`src/rtl/record_fifo_if.sv`:
```
// Handshake bundle for record_fifo: word-in side, record-out side and occupancy status.
interface record_fifo_if #(
  parameter int WORD_SIZE    = 8,
  parameter int RECORD_WORDS = 16,
  parameter int SLOTS        = 8
);
  logic                              in_valid;
  logic                              in_ready;
  logic [WORD_SIZE-1:0]              in_data;
  logic                              in_last;
  logic                              out_valid;
  logic                              out_ready;
  logic [WORD_SIZE*RECORD_WORDS-1:0] out_data;
  logic [$clog2(RECORD_WORDS):0]     out_len;
  logic [$clog2(SLOTS):0]            level;
  logic                              full;

  modport master (
    output in_valid, in_data, in_last, out_ready,
    input  in_ready, out_valid, out_data, out_len, level, full
  );

  modport slave (
    input  in_valid, in_data, in_last, out_ready,
    output in_ready, out_valid, out_data, out_len, level, full
  );
endinterface

```
`src/rtl/record_fifo.sv`:
```
// Word-in, record-out FIFO with atomic record commit.
// Define RECORD_FIFO_SHORT_RECORD_EN to honour in_last (PAD state plus per-slot length storage).
module record_fifo #(
  parameter int                   WORD_SIZE    = 8,
  parameter int                   RECORD_WORDS = 16,
  parameter int                   SLOTS        = 8,
  parameter logic [WORD_SIZE-1:0] PAD_WORD     = '0
) (
  input  logic          clk,
  input  logic          rst_n,
  input  logic          flush,
  record_fifo_if.slave  bus
);
  localparam int IW = $clog2(RECORD_WORDS);
  localparam int SW = $clog2(SLOTS);
  localparam int LW = IW + 1;
  localparam int VW = SW + 1;
  localparam logic [IW-1:0] IDX_LAST  = IW'(RECORD_WORDS - 1);
  localparam logic [LW-1:0] LEN_FULL  = LW'(RECORD_WORDS);
  localparam logic [VW-1:0] LEVEL_MAX = VW'(SLOTS);

  logic [WORD_SIZE-1:0] mem [SLOTS][RECORD_WORDS];
  logic [SW-1:0]        wr_slot;
  logic [SW-1:0]        rd_slot;
  logic [IW-1:0]        idx;
  logic [VW-1:0]        level;

  logic                 in_ready_c;
  logic                 accept;
  logic                 read;
  logic                 write_en;
  logic                 commit;
  logic [WORD_SIZE-1:0] write_word;

  assign accept = bus.in_valid && in_ready_c;
  assign read   = (level != '0) && bus.out_ready;

`ifdef RECORD_FIFO_SHORT_RECORD_EN
  typedef enum logic {FILL, PAD} state_t;

  state_t        state;
  state_t        state_next;
  logic          latch_len;
  logic [LW-1:0] len_reg;
  logic [LW-1:0] commit_len;
  logic [LW-1:0] len_mem [SLOTS];

  assign in_ready_c = rst_n && !flush && (level < LEVEL_MAX) && (state == FILL);

  // PAD finishes a short record with PAD_WORD, one word per cycle, then commits it.
  always_comb begin
    state_next = state;
    write_en   = 1'b0;
    write_word = bus.in_data;
    commit     = 1'b0;
    latch_len  = 1'b0;
    commit_len = LEN_FULL;
    case (state)
      FILL: begin
        if (accept) begin
          write_en = 1'b1;
          if (idx == IDX_LAST) begin
            commit = 1'b1;
          end else if (bus.in_last) begin
            latch_len  = 1'b1;
            state_next = PAD;
          end
        end
      end
      PAD: begin
        write_en   = !flush;
        write_word = PAD_WORD;
        commit_len = len_reg;
        if (idx == IDX_LAST) begin
          commit     = !flush;
          state_next = FILL;
        end
      end
      default: state_next = FILL;
    endcase
  end

  assign bus.out_len = len_mem[rd_slot];
`else
  logic unused_in_last;

  assign unused_in_last = bus.in_last;
  assign in_ready_c     = rst_n && !flush && (level < LEVEL_MAX);

  always_comb begin
    write_en   = accept;
    write_word = bus.in_data;
    commit     = accept && (idx == IDX_LAST);
  end

  assign bus.out_len = LEN_FULL;
`endif

  // Flush outranks commit and read; storage itself is never cleared.
  always_ff @(posedge clk or negedge rst_n) begin
    if (!rst_n) begin
      wr_slot <= '0;
      rd_slot <= '0;
      idx     <= '0;
      level   <= '0;
`ifdef RECORD_FIFO_SHORT_RECORD_EN
      state   <= FILL;
      len_reg <= '0;
`endif
    end else if (flush) begin
      wr_slot <= '0;
      rd_slot <= '0;
      idx     <= '0;
      level   <= '0;
`ifdef RECORD_FIFO_SHORT_RECORD_EN
      state   <= FILL;
`endif
    end else begin
`ifdef RECORD_FIFO_SHORT_RECORD_EN
      state <= state_next;
      if (latch_len) len_reg <= {1'b0, idx} + 1'b1;
`endif
      if (write_en) idx <= commit ? '0 : idx + 1'b1;
      if (commit) wr_slot <= wr_slot + 1'b1;
      if (read) rd_slot <= rd_slot + 1'b1;
      if (commit && !read) level <= level + 1'b1;
      else if (!commit && read) level <= level - 1'b1;
    end
  end

  always_ff @(posedge clk) begin
    if (write_en && !flush) mem[wr_slot][idx] <= write_word;
`ifdef RECORD_FIFO_SHORT_RECORD_EN
    if (commit && !flush) len_mem[wr_slot] <= commit_len;
`endif
  end

  always_comb begin
    bus.out_data = '0;
    for (int i = 0; i < RECORD_WORDS; i++) begin
      bus.out_data[i*WORD_SIZE +: WORD_SIZE] = mem[rd_slot][i];
    end
  end

  assign bus.in_ready  = in_ready_c;
  assign bus.out_valid = (level != '0);
  assign bus.level     = level;
  assign bus.full      = (level == LEVEL_MAX);
endmodule

```
`src/flat_wrapper.sv`:
```
// flat-port wrapper written by rule: the top's interface ports become plain ports
module record_fifo_flat 
#(
  parameter int                   WORD_SIZE    = 8,
  parameter int                   RECORD_WORDS = 16,
  parameter int                   SLOTS        = 8,
  parameter logic [WORD_SIZE-1:0] PAD_WORD     = '0
)
  (clk, rst_n, flush, bus_in_valid, bus_in_data, bus_in_last, bus_out_ready, bus_in_ready, bus_out_valid, bus_out_data, bus_out_len, bus_level, bus_full);
  record_fifo_if #(.WORD_SIZE(WORD_SIZE), .RECORD_WORDS(RECORD_WORDS), .SLOTS(SLOTS)) bus_i ();
  input  logic clk;
  input  logic rst_n;
  input  logic flush;
  input wire logic [$bits(bus_i.in_valid)-1:0] bus_in_valid;
  input wire logic [$bits(bus_i.in_data)-1:0] bus_in_data;
  input wire logic [$bits(bus_i.in_last)-1:0] bus_in_last;
  input wire logic [$bits(bus_i.out_ready)-1:0] bus_out_ready;
  output wire logic [$bits(bus_i.in_ready)-1:0] bus_in_ready;
  output wire logic [$bits(bus_i.out_valid)-1:0] bus_out_valid;
  output wire logic [$bits(bus_i.out_data)-1:0] bus_out_data;
  output wire logic [$bits(bus_i.out_len)-1:0] bus_out_len;
  output wire logic [$bits(bus_i.level)-1:0] bus_level;
  output wire logic [$bits(bus_i.full)-1:0] bus_full;
  assign bus_i.in_valid = bus_in_valid;
  assign bus_i.in_data = bus_in_data;
  assign bus_i.in_last = bus_in_last;
  assign bus_i.out_ready = bus_out_ready;
  assign bus_in_ready = bus_i.in_ready;
  assign bus_out_valid = bus_i.out_valid;
  assign bus_out_data = bus_i.out_data;
  assign bus_out_len = bus_i.out_len;
  assign bus_level = bus_i.level;
  assign bus_full = bus_i.full;
  record_fifo #(.WORD_SIZE(WORD_SIZE), .RECORD_WORDS(RECORD_WORDS), .SLOTS(SLOTS), .PAD_WORD(PAD_WORD)) u_core (.clk(clk), .rst_n(rst_n), .flush(flush), .bus(bus_i));
endmodule
```
`config.mk`:
```
export PLATFORM = sky130hd
export DESIGN_NAME = record_fifo_flat
export DESIGN_NICKNAME = d
export VERILOG_FILES = /design/src/rtl/record_fifo_if.sv /design/src/rtl/record_fifo.sv /design/src/flat_wrapper.sv
export SDC_FILE = /design/constraint.sdc
export NUM_CORES = 1
export LEC_CHECK = 0
export CAP_MARGIN = 10
export CORE_MARGIN = 2
export CORE_UTILIZATION = 52
export DETAILED_ROUTE_END_ITERATION = 12
export PLACE_DENSITY = 0.76
export SLEW_MARGIN = 20
export SYNTH_ARGS = -nofsm -noshare
export SYNTH_HDL_FRONTEND = slang
export SYNTH_SLANG_ARGS = --single-unit
```
`constraint.sdc`:
```
create_clock -name clk -period 4.4 [get_ports clk]
set_input_delay 0.88 -clock clk [delete_from_list [all_inputs] [get_ports clk]]
set_output_delay 0.88 -clock clk [all_outputs]
set_load 0.01 [all_outputs]
```
== After elaboration in Yosys (flattened, before gate mapping) ==
Memory sizes are Yosys's and may differ from the RTL's.
Cells that the tools add are included.
Word-level totals
  flip-flop bits (word level): 14
  memory bits (writable): 1024
  input bits: 14
  memories: 1
Memory list
  u_core.mem: depth 8, bits a word 128, rd ports 1, clocked after Yosys merged registers in 0, write ports 1, RTL line record_fifo.sv:22  | logic [WORD_SIZE-1:0] mem [SLOTS][RECORD_WORDS];
Cells by class
  add/sub/neg operators: 5
  $lt $le $gt $ge: 3
  equality and inequality tests: 2
  mux-type cells: 14
  bitwise logic cells: 1
  reduce and logical (&&, ||, !) cells: 17
Operator list (count)
  128-bit 2-to-1 mux: 1
  8-bit demux with 4-bit select: 1
  4-bit 2-to-1 mux: 6
  3-bit 2-to-1 mux: 4
  1-bit logical AND: 9
  4-bit by 1-bit adder with 4-bit output, second input constant: 2
  4-bit equality test, second input constant: 2
  8-bit 2-to-1 mux: 1
  3-bit by 1-bit adder with 3-bit output, second input constant: 2
  2-bit nonzero test: 3
  5-bit >= comparator, second input constant: 1
  5-bit by 1-bit < comparator with 1-bit output, second input constant: 1
  4-bit NOT with 5-bit output: 1
  4-bit < comparator, second input constant: 1
  4-bit nonzero test: 1
  4-bit by 1-bit subtractor with 4-bit output, second input constant: 1
  1-bit zero test: 3
  3-bit nonzero test: 1
  1-bit 2-to-1 mux: 1

== Longest topological paths before layout ==
Gate-level depths: netlist (run 1).
  depth after elaboration: 10
  gate-level depth with buffers: 10

== Least setup slack after synthesis (run 1) ==
No wires, ideal clock.
  path type: input-to-reg
  start point: in flush
  end point: reg u_core.level[3] (netlist: u_core.bus.level[3])
  arrival time: 2.619 ns
  data required time: 4.289 ns
  setup slack: 1.670 ns
  cell stages on the path: 9
  buffers on the path: 1
  path through: and4bb_1 and2_1 clkbuf_1 nand2_1 ha_1 a21o_1 a21oi_1 nor3_1 a2111oi_2
On the way
  longest elaborated chain between the ends: 8
  elaborated cells on any way between the ends: 11
Ends and longest elaborated chain
  start: declaration: RTL line flat_wrapper.sv:13  | input logic flush;
  1-bit zero test: RTL line record_fifo.sv:88  | assign in_ready_c = rst_n && !flush && (level < LEVEL_MAX);
  1-bit logical AND (2 in series): RTL line record_fifo.sv:88
  1-bit logical AND: RTL line record_fifo.sv:35  | assign accept = bus.in_valid && in_ready_c;
  1-bit logical AND: RTL line record_fifo.sv:93  | commit = accept && (idx == IDX_LAST);
  1-bit logical AND or 1-bit zero test (tied branches): RTL line record_fifo.sv:126, record_fifo.sv:127
  4-bit 2-to-1 mux or 1-bit logical AND (tied branches): RTL line record_fifo.sv:126, record_fifo.sv:127
  4-bit 2-to-1 mux or 3-bit nonzero test (tied branches)
  end signal: assignment: RTL line record_fifo.sv:126  | if (commit && !read) level <= level + 1'b1;
  end signal: assignment: RTL line record_fifo.sv:127  | else if (!commit && read) level <= level - 1'b1;
  end: declaration: RTL line record_fifo.sv:26  | logic [VW-1:0] level;
Several ways; a longest one is shown, not always the timed one.
A chain may end at the register's enable or synchronous reset.

== Worst setup path after layout (run 1) ==
  start point: reg u_core.rd_slot[0]
  end point: out bus_out_data[13]
On the way
  longest elaborated chain between the ends: 1
Ends and longest elaborated chain
  start: declaration: RTL line record_fifo.sv:24  | logic [SW-1:0] rd_slot;
  start signal: assignment: RTL line record_fifo.sv:125  | if (read) rd_slot <= rd_slot + 1'b1;
  memory 8 x 128 bit
  end: declaration: RTL line flat_wrapper.sv:20  | output wire logic [$bits(bus_i.out_data)-1:0] bus_out_data;
No other way between the ends.

==> results.md, run 1 <==
- Tracing the worst setup path back leads to its startpoint at u_core.rd_slot[0]$_DFFE_PN0P_.
- The congestion estimate from routability-driven global placement came to 0.748.
- In this run the static leakage power is 13.9 nW.
- In this run, post-CTS repair resized a total of 0 instances.
- The biggest cell delay along the critical path is just over 0.7 ns.
- Across the VDD grid, the largest voltage drop is 363 uV.
- TritonCTS built the clock tree.
- The sum of net half-perimeters after detailed placement is between 40 and 50 mm.
- The measured slew at the worst slew-check pin is 1.11 ns.
- The overall die area is ~0.08 sq mm.
- For this design, the sink count on the clock tree is 1,038.
- The setup total negative slack is 0 ns.
- After synthesis the netlist holds a flip-flop and latch count of just over 1,000.
- The number of instances in the synthesized netlist is 1,767.
- The achievable clock frequency is 0.244 GHz.
- The horizontal die dimension is 282 microns.
- The later-pin clock latency in the skew report is 0.66 ns.
- The area growth from synthesis to final layout is 14.7%.
- After floorplanning, the core was sized to cover 0.0761 sq mm.
- Yosys attributes the largest share of cell area to sky130_fd_sc_hd__edfxtp_1, sky130_fd_sc_hd__mux4_2, sky130_fd_sc_hd__mux2_2, sky130_fd_sc_hd__nor2_1, sky130_fd_sc_hd__dfrtp_1.
- The share of synthesized area occupied by flip-flops and latches is 77.6%.
- The count of antenna-violating nets left after detailed routing is 0.
- TritonCTS created 98 clock buffers.
- After detailed routing, the number of vias per cell comes to approximately 5.9.
- The type of the worst setup path is reg2out.
- The data required time of the critical path is between 3 and 4 ns.
- Of the cells placed in the final design, the portion with a size suffix greater than 1 is 29.2%.
- The count of unresolved DRC violations after routing is 0.
- Traced cell by cell, the critical path runs through buf_4 -> mux4_2 -> mux2_2 -> clkdlybuf4s50_1.
- Dividing the final minimum period by the clock period gives between 90% and 100%.
- The finished layout holds 3,079 standard cells, fillers aside.
- The slowest stage of the critical path is the sky130_fd_sc_hd__dfrtp_4 cell.
- For the finished layout, the period the worst path requires is 4.09 ns.
- The run finished with clean final reports.
- The number of setup buffers added after CTS is 0.
- For this block, the routed nets add up to 81.4 mm of wire.
- Internal power comes to 0.0157 W.
- The number of global-route vias before repair came to between 15,000 and 20,000.
- The switching portion of total power is 19.5%.
- The net switching component of the power is approximately 0.0038 W.
- Measured along the y axis, the die boundary spans 282 microns.
- The total cell area at the placement stage is 0.0428 sq mm.
- The largest clock skew in the final design is 0.0185 ns.
- Sequential cells account for 55.8% of the total power.
- The final global-route overflow total is 0.
- Combinational logic is responsible for 1.1% of the overall power.
- The final count of hold timing violations is 0.
- The repair_antennas step left the layout with diodes totalling 0.
- In this run the deepest clock path goes through 3 buffers.
- The final number of max-transition violations is 0.
- Summed over all instances, the cell type with the most area after synthesis is sky130_fd_sc_hd__edfxtp_1.
- The total of buffers placed on input and output ports is approximately 150.
- The design draws 0.0195 W.
- In this run the cell area of the synthesized design comes to ~0.040 sq mm.
- The average instance in the mapped netlist occupies 22.7 sq um.
- The number of different library cells used by synthesis comes to 37.
- The total track usage is between 20% and 30%.
- The number of vias after detailed routing is 18,239.
- Dividing total power by cell area gives a power density of 423 mW/mm^2.
- The maximum fanout along the worst path is 21.
- Summed over its instances, the top area cell type makes up between 70% and 80% of the synthesized netlist area.
- approximately 150 I/O pins were placed.
- The root buffer selected by CTS is sky130_fd_sc_hd__clkbuf_16.
- The worst setup path is launched from a flop.
- The min-delay analysis places its worst path in the category in2async.
- The largest net degree at the start of global routing is 110.
- Setup repair after global routing left no endpoint under its margin.
- The cell total after placement is slightly below 3,000.
- In this run the tightest slew margin relative to its limit is 25.7%.
- The synthesis warning total is 0.
- The part of the total power dissipated in the clock network is 43.1%.
- The finished cells cover 0.0460 sq mm.
- The filler cell count is about 5,200.
- The kind of end point of the critical path is an output pin.
- The floorplan has 101 rows.
- The tightest hold path in the finished design has a slack of approximately 0.6 ns.
- The worst reg2reg path startpoint is u_core.wr_slot[1]$_DFFE_PN0P_.
- The detailed-router iteration count before antenna repair is 5.
- The first routing iteration left 2,154 violations.
- For this run, the post-layout net count is 1,991.
- The total of max-cap violations is 0.
- The critical path arrival is 3.21 ns.
- The starting density of the core is 52.7%.
- The first global-routing pass estimated approximately 120 mm of wire.
- Setup violations remaining at the end of the flow were counted as 0.
- After clock tree synthesis, the flow added hold-fix buffers numbering 0.
- CTS built an H-tree with a depth of 3.
- After clock tree synthesis, the clock-pin slew on the worst setup and hold paths is 0.06 ns.
- In the final routed layout, each cell accounts on average for 26.4 microns.
- The initial antenna violation count is 0.
## worst paths after layout
path / end / slack [ns] / depth (start not counted)
max in group asynchronous: u_core.rd_slot[0]$_DFFE_PN0P_ / 3.59 / 2
setup reg to reg: u_core.mem[3][114]$_DFFE_PP_ / 1.62 / 4
hold / removal: u_core.bus.level[2]$_DFFE_PN0P_ / 0.59 / 2
min in group clk: u_core.bus.level[2]$_DFFE_PN0P_ / 0.64 / 1
hold reg to reg: u_core.bus.level[2]$_DFFE_PN0P_ / 0.64 / 1
setup / recovery: bus_out_data[13] / 0.31 / 4
## through the flow
step	setup slack (ns)	utilization, %
4_1_cts	0.221	60.4
3_3_place_gp	0.930	56.2
2_1_floorplan	1.67	-
5_1_grt	0.164	60.4
6_report	0.308	60.4
3_5_place_dp	0.915	56.2
## cell usage in the layout, fill, tap and decap left out, types with 13 or more instances in the layout
cell type and n:
sky130_fd_sc_hd__nand2_1 44, sky130_fd_sc_hd__nor2_1 143, sky130_fd_sc_hd__edfxtp_1 1024, sky130_fd_sc_hd__mux2_2 129, sky130_fd_sc_hd__buf_4 44, sky130_fd_sc_hd__clkinv_1 19, sky130_fd_sc_hd__clkbuf_1 13, sky130_fd_sc_hd__mux4_2 256
sky130_fd_sc_hd__clkbuf_16 99, sky130_fd_sc_hd__clkinv_2 20, sky130_fd_sc_hd__clkdlybuf4s50_1 139
## sequential cells by signal, summed over array words and instances (netlist names)
register,count
u_core.wr_slot,3
u_core.idx,4
u_core.mem,1024
u_core.bus.level,4
u_core.rd_slot,3
## layer usage
| metal | share of wire (%) | track usage (%) | up-vias | routed length [microns] |
|---|---|---|---|---|
| met1 | 41 | 29.5 | 9735 | 33700 |
| met5 | 0 | 0 | - | 0 |
| li1 | - | - | 7706 | - |
| met3 | 6.2 | 3.24 | 106 | 5010 |
| met4 | 2.1 | 5.96 | 0 | 1700 |
| met2 | 50 | 34.1 | 692 | 41000 |
## final cells by class
type	count	area, sq um	share of cell area, %
clock buffers	115	2570	5.59
flip-flops and latches	1038	31100	67.7
inverters	5	18.8	0.0408
clock inverters	66	636	1.38
multi-input cells	629	8380	18.2
well taps	1030	1290	2.80
repair buffers	196	1960	4.27
## cell families (layout without fill, tap and decap cells)
kind of cell	after synthesis	after routing	synth area share [%]
flip-flops	1038	1038	77.6
other	2	5	0.0187
adder cells (fa/ha/maj)	9	9	0.300
multiplexers	386	386	18.0
XOR/XNOR	7	7	0.153
buffers and inverters	103	382	1.54
AND/OR/NAND/NOR	209	209	2.14
AO/OA/AOI/OAI	13	13	0.234
## cells in the mapped netlist, drive strengths merged
master,count
edfxtp,1024
a21oi,4
nor2b,2
a21o,2
and4bb,1
nand2b,1
nand4,1
nor2,143
dfrtp,14
fa,1
nand3,2
o31ai,1
inv,5
mux2,129
nor3,2
nor4b,1
o21ai,2
nor3b,4
and2,2
mux4,256
buf,59
xor2,5
clkbuf,39
or4,1
conb,2
ha,8
nand2,45
mux2i,1
xnor2,2
and3b,1
a22o,3
and3,3
a2111oi,1
## power by group through the flow
stage | sequential [W] | clock (W) | combinational (W)
after floorplan | 0.0111 | 0 | 0.0000255
after global placement | 0.0111 | 0 | 0.000199
after detailed placement | 0.0111 | 0 | 0.000216
after CTS | 0.0109 | 0.00850 | 0.000217
after global routing | 0.0109 | 0.00885 | 0.000234
final | 0.0109 | 0.00838 | 0.000215
## worst max-delay path: cells and delay by family, from the launching register on
family	cells	cell delay [ns]
buffers and inverters	2	0.95
flip-flops	1	0.71
multiplexers	2	0.88
No activity file was read; power rests on OpenSTA's default activity.
==> run 2, diff against run 1 <==
- CORE_UTILIZATION: 52 -> 53
- PLACE_DENSITY: 0.76 -> 0.77
==> run 2 against run 1 <==
Cell count is 2.0% lower. Routed wire length is 0.58% higher. First-iteration DRC count fell by 11%. Hold slack lost 0.033 ns. Utilization grew 0.97 points. Maximum frequency shrank 1.8%. Sequential power about the same. Combinational power hardly changed. Clock-buffer cell count did not move. Sequential cell count unchanged. Critical path depth unchanged. Power is 0.22% lower. Critical endpoint is now bus_out_data[95]. Largest cell class unchanged. Largest power group unchanged. Highest routed layer is now met5.
==> results.md, run 2 (synthesis gave the netlist of run 1 again) <==
- The run finished with clean final reports.
- The commonest non-fill, non-tap cell in the layout is sky130_fd_sc_hd__edfxtp_1.
- Max-cap violations in this run came to 0.
- The sum of net half-perimeters after detailed placement is 47.1 mm.
- The largest registers in the layout are u_core.mem (1024), u_core.bus.level (4), u_core.idx (4).
- The total power is 0.0194 W.
- The region available for standard cell placement spans 0.0747 sq mm.
- The initialized floorplan defines 100 standard-cell rows.
- The height of the die is 279 microns.
- No sink is reached through more buffers than the 3 on the longest clock path.
- The register name with the most flops is u_core.mem.
- Summed over all layers, the routed wires come to around 82 mm.
- The count of cells resized by post-cts repair is 0.
- The net count of the finished layout is between 1,500 and 2,000.
- The final number of max-transition violations was 0.
- The number of buffers inserted during clock tree synthesis is 97.
- The number of global-route vias before repair is 19,132.
- The total of buffers placed on input and output ports is roughly 150.
- The count of nets left with antenna violations once routing finished came out at 0.
- The register with the most flip-flops in the layout has 1,024 of them.
- The horizontal die dimension is 279 microns.
- The H-tree generated during clock tree synthesis spans 3 levels.
- The reg-to-reg critical path endpoint is u_core.mem[5][49]$_DFFE_PP_.
- In this run the register-to-register setup slack is 1.36 ns.
- Adding up every negative setup slack in the final design gives 0 ns.
- Summed over all cells, the static leakage comes to approximately 14 nW.
- The final count of hold timing violations is 0.
- The final route contains 18,331 vias.
- The critical path arrival is 3.29 ns.
- Dividing the detail-routed wire length by the instance count gives about 27 microns.
- The initial antenna violation count came to 2.
- The first detailed-routing pass took 6 iterations.
- The relative slew slack is 26.6%.
- The clock transition at the register clock pins on the worst setup and hold paths after CTS is 0.06 ns.
- The number of cells on the worst reg-to-reg path is 4.
- After layout, the worst setup slack is about 0.23 ns.
- The worst hold-check path type is in2async.
- Timing would allow up to 0.240 GHz.
- Once the floorplan was initialized, standard cells occupied 53.7% of the core.
- The top cell types in the final layout, fill and taps aside, are sky130_fd_sc_hd__edfxtp_1, sky130_fd_sc_hd__mux4_2, sky130_fd_sc_hd__nor2_1.
- The register cell area after layout is 0.0311 sq mm.
- The post-CTS setup buffer count is 0.
- The maximum ir drop on the vdd rail is 331 uV.
- The total track usage is 21.2%.
- The shortest period the worst path allows is 4.17 ns.
- At the placement stage, the worst setup path has a slack of between 0.8 and 0.9 ns.
- The final weighted congestion in routability-driven placement is approximately 0.76.
- The later-pin clock latency in the skew report is 0.65 ns.
- The number of setup violations in the final report is 0.
- The floorplan step defined a die boundary enclosing approximately 0.078 sq mm.
- The first routing iteration left about 1,900 violations.
- Of the available clock period, the critical path in the final layout requires approximately 95%.
- The smallest hold slack is 0.555 ns.
- The largest net degree at the start of global routing is 114.
- The root buffer selected by CTS is sky130_fd_sc_hd__clkbuf_16.
- Setup repair after global routing left no endpoint under its margin.
- The maximum fanout along the worst path is between 60 and 70.
- The routed via count divided by cell count is 6.08.
- Summing all multi-input logic gate instances after layout gives between 0.008 and 0.009 sq mm.
- The wire length of the first global-routing pass is 121 mm.
- The kind of start point of the critical path is a flop.
- The worst reg2reg path startpoint is u_core.wr_slot[0]$_DFFE_PN0P_.
- The number of hold buffers added after CTS was 0.
- The largest clock skew in the final design is 0.0268 ns.
- TritonCTS built the clock tree.
- The worst setup path is captured at an output pin.
- The data required time of the critical path is approximately 3.5 ns.
- The share of final-layout standard cells stronger than drive strength 1 is between 20% and 30%.
- Pin placement for this block handled approximately 150 I/O pins.
- For this design, the sink count on the clock tree is 1,038.
- The area growth from synthesis to final layout is 14.4%.
- The filler cell count is 4,801.
- Power spread over the standard cell area amounts to between 400 and 500 mW/mm^2.
- At the pin with the least slew margin, the transition time is approximately 1.1 ns.
- The critical path is of the reg2out type.
- The final global-route overflow total is 0.
- After detailed routing, the number of remaining DRC violations is 0.
==> run 2: cell types whose count changed in the layout (fill, tap and decap cells not counted), moves of 2 or more <==
cell                         delta
sky130_fd_sc_hd__clkinvlp_4     -5
sky130_fd_sc_hd__buf_12         -2
sky130_fd_sc_hd__diode_2        +2
sky130_fd_sc_hd__clkinv_2       -6
sky130_fd_sc_hd__bufinv_16      +2
sky130_fd_sc_hd__clkinv_1       +6
==> run 2: worst max-delay path by stage <==
stage | startpoint | end | cells past startpoint
final | u_core.rd_slot[0]$_DFFE_PN0P_ | bus_out_data[95] | 4
after global routing | u_core.rd_slot[0]$_DFFE_PN0P_ | bus_out_data[95] | 4
after CTS | u_core.rd_slot[0]$_DFFE_PN0P_ | bus_out_data[95] | 4
after detailed placement | rst_n | u_core.mem[1][49]$_DFFE_PP_ | 7
after global placement | u_core.rd_slot[0]$_DFFE_PN0P_ | bus_out_data[92] | 4
after floorplan | flush | u_core.bus.level[3]$_DFFE_PN0P_ | 9
==> run 2: power breakdown <==
part / total (W) / internal (W) / switching [W]
Combinational: 0.000212 / 0.0000314 / 0.000181
Clock: 0.00834 / 0.00484 / 0.00350
Sequential: 0.0109 / 0.0109 / 0.00000175
Total: 0.0194 / 0.0157 / 0.00368
==> run 2: area by class of cell <==
class / count / area share [%]
flip-flops and latches: 1038 / 67.8
multi-input cells: 629 / 18.3
clock buffers: 115 / 5.55
repair buffers: 195 / 4.22
well taps: 969 / 2.64
clock inverters: 63 / 1.41
inverters: 5 / 0.0409
diodes: 2 / 0.0109
==> run 2: metal layers <==
metal / GRT usage (%) / vias up / wire length [microns]
met1: 29.5 / 9717 / 32900
met4: 6.88 / 2 / 2290
li1: - / 7701 / -
met3: 4.41 / 144 / 6090
met5: 0 / - / 13
met2: 34.2 / 767 / 40500
==> run 2: worst max-delay path, stage by stage, from the launching register on <==
cell and delay, ns:
sky130_fd_sc_hd__dfrtp_4 0.69, sky130_fd_sc_hd__buf_12 0.42, sky130_fd_sc_hd__mux4_2 0.62, sky130_fd_sc_hd__mux2_2 0.30, sky130_fd_sc_hd__clkdlybuf4s50_1 0.48
==> run 2: stage by stage <==
stage | instance area (sq um) | cells | util (%)
after floorplan | 40100 | 1770 | -
after global placement | 42700 | 2836 | 57.1
after detailed placement | 42700 | 2836 | 57.1
after CTS | 45800 | 3014 | 61.4
after global routing | 45900 | 3014 | 61.4
final | 45900 | 3016 | 61.4
==> run 3, diff against run 2 <==
- CORE_ASPECT_RATIO: default -> 1.2
- SLEW_MARGIN: 20 -> 15
==> run 3 against run 2 <==
Die area is essentially flat. Clock skew shrank 0.0076 ns. Clock power shrank 9.4%. Utilization shrank 0.71 points. Sequential power is essentially flat. Global-route usage grew 0.22 points. Hold slack gained 0.048 ns. Largest cell class unchanged. Combinational power grew 3%. Setup slack gained 0.11 ns. Via count shrank 0.90%. Power shrank 4.0%. Final area shrank 0.75%.
==> results.md, run 3 (synthesis gave the netlist of run 1 again) <==
- The flow ran to the end, and the final reports show no timing, DRC or antenna violations.
- In the post-route analysis, the smallest setup slack over all paths is 0.344 ns.
- The overall die area is 0.0779 sq mm.
- Measured along the x axis, the die boundary spans 255 microns.
- In this run the power density over the cells is between 400 and 500 mW/mm^2.
- The post-layout instance count excluding filler cells is 3,038.
- Measured along the y axis, the die boundary spans around 300 microns.
- The library cell used most frequently in the layout, excluding fill and tap cells, is sky130_fd_sc_hd__edfxtp_1.
- The number of vias after detailed routing is between 15,000 and 20,000.
- The initial antenna violation count is 0.
- The pre-antenna-repair detailed-routing pass consisted of 7 iterations.
- The standard-cell row count is 110.
- Per report_power, the clock group accounts for 40.6% of the total.
- The area growth from synthesis to final layout is 13.6%.
- The combinational fraction of design power is 1.2%.
- The cell-internal power is 0.0151 W.
- The sum of net half-perimeters after detailed placement is 48.0 mm.
- For the worst setup path, the data required time is approximately 3.5 ns.
- The number of global-route vias before repair is 19,007.
- Setup violations remaining at the end of the flow were counted as 0.
- Setup repair after global routing left no endpoint under its margin.
- The achievable clock frequency is 0.247 GHz.
- The critical path arrival is 3.18 ns.
- The routed wire length is 82.1 mm.
- The clock passes through at most 3 buffers.
- The minimum setup slack after placement is 0.772 ns.
- The final number of max-transition violations came to 0.
- The H-tree was split into 3 levels.
- The largest registers in the layout are u_core.mem (1024), u_core.bus.level (4), u_core.idx (4).
- The flip-flop count of the largest register, all copies and words added is 1,024.
- The worst pin sits at a relative slew slack of between 10% and 20%.
- The critical path is of the reg2out type.
- The repair_antennas step left the layout with diodes totalling 0.
- The core region is ~0.075 sq mm.
- The kind of end point of the critical path is an output pin.
- The number of clock sinks seen by CTS is 1,038.
- In this run, the number of DRC markers left after iteration 0 of detailed routing was 1,465.
- The final critical path takes up just over 90% of the cycle.
- In this run, CTS created clock tree buffers numbering 90.
- The worst hold-check path type is in2async.
- In this run the tool buffered the top-level ports with 147 buffer cells.
- The analysis attributes to cell leakage a power of 13.7 nW.
- The final count of hold timing violations is 0.
- The register name with the most flops is u_core.mem.
- The register share of total power is around 58%.
- The final global-route overflow total is 0.
- The clock transition at the register clock pins on the worst setup and hold paths after CTS is 0.06 ns.
- The shortest period the worst path allows is about 4.1 ns.
- The count of unresolved DRC violations after routing is 0.
- The clock arrives with 0.0192 ns of skew.
- Net switching is about a fifth of the power.
- Entering global routing, the biggest net connects 97 pins.
- The later pin in the worst-skew pair is clocked with a latency of 0.64 ns.
- Post-CTS repair changed the size of 0 cells.
- After detailed routing, the average wire length per cell comes to 27.0 microns.
- The maximum ir drop on the vdd rail is 309 uV.
- Once detail routing completed, the nets flagged for antenna violations numbered 0.
- The starting density of the core is 53.4%.
- The share of final-layout standard cells stronger than drive strength 1 is 28.1%.
- The maximum fanout along the worst path is 60.
- The routed via count divided by cell count is 5.98.
- The worst register-to-register path has a setup slack of 1.28 ns.
- The final weighted congestion in routability-driven placement is 0.761.
- The tightest hold path in the finished design has a slack of 0.603 ns.
- CTS placed an instance of sky130_fd_sc_hd__clkbuf_16 at the clock tree root.
- Leaving out fill and tap cells, the most frequent cells in the layout are sky130_fd_sc_hd__edfxtp_1, sky130_fd_sc_hd__mux4_2, sky130_fd_sc_hd__nor2_1.
- The cell total after placement is between 2,000 and 3,000.
- In this run the power spent charging and discharging nets is ~0.0036 W.
- 154 I/O pins were placed.
- Max-cap violations in this run came to 0.
- The clock tree from TritonCTS is built.
- The kind of start point of the critical path is a flop.
- The first global-routing pass estimated about 120 mm of wire.
- The quantity of hold-fixing buffers added after cts is 0.
- The setup total negative slack is 0 ns.
- The total track usage is 21.4%.
- The number of setup buffers added after CTS is 0.
- The net count of the finished layout is approximately 2,000.
- For the pin with the worst max-slew slack, the measured transition is 1.22 ns.
## run 3: final cells by class
cell class | instances | area (sq um)
Sequential cell | 1038 | 31100
Fill cell | 4981 | 29500
Multi-Input combinational cell | 629 | 8380
Clock buffer | 115 | 2380
Timing Repair Buffer | 194 | 1970
Tap cell | 1008 | 1260
Clock inverter | 49 | 407
Inverter | 5 | 18.8
## run 3: per-stage QoR
stage          area (sq um)  utilization, %  power [W]
5_1_grt               45500            60.7     0.0191
3_3_place_gp          42700            57.0     0.0113
3_5_place_dp          42700            57.0     0.0113
2_1_floorplan         40100               -     0.0111
6_report              45500            60.7     0.0186
4_1_cts               45500            60.7     0.0187
## run 3: worst max-delay path, cell delays in order, from the launching register on
cell and delay [ns]:
sky130_fd_sc_hd__dfrtp_4 0.62, sky130_fd_sc_hd__buf_12 0.43, sky130_fd_sc_hd__mux4_2 0.62, sky130_fd_sc_hd__mux2_2 0.32, sky130_fd_sc_hd__clkdlybuf4s50_1 0.50
## run 3: final timing paths
kind	start	to	depth (start not counted)
worst max-delay path	u_core.rd_slot[0]$_DFFE_PN0P_	bus_out_data[77]	4
worst min-delay path	rst_n	u_core.rd_slot[0]$_DFFE_PN0P_	2
worst max register to register	u_core.wr_slot[1]$_DFFE_PN0P_	u_core.mem[2][72]$_DFFE_PP_	3
worst min register to register	u_core.bus.level[2]$_DFFE_PN0P_	u_core.bus.level[2]$_DFFE_PN0P_	1
max in group asynchronous	rst_n	u_core.rd_slot[2]$_DFFE_PN0P_	2
min in group clk	u_core.bus.level[2]$_DFFE_PN0P_	u_core.bus.level[2]$_DFFE_PN0P_	1
## run 3: per-layer routing
layer | GRT usage [%] | wire length (microns) | vias to the layer above
met5 | 0 | 0 | -
met1 | 29.0 | 32200 | 9678
li1 | - | - | 7669
met4 | 7.04 | 2090 | 0
met2 | 35.9 | 42700 | 695
met3 | 3.41 | 5190 | 124
## run 3: power groups by stage
| stage | Sequential [W] | Combinational [W] | Clock [W] |
|---|---|---|---|
| floorplan | 0.0111 | 0.0000255 | 0 |
| global placement | 0.0111 | 0.000203 | 0 |
| detailed placement | 0.0111 | 0.000220 | 0 |
| CTS | 0.0109 | 0.000221 | 0.00767 |
| global route | 0.0109 | 0.000238 | 0.00802 |
| finish | 0.0109 | 0.000218 | 0.00756 |
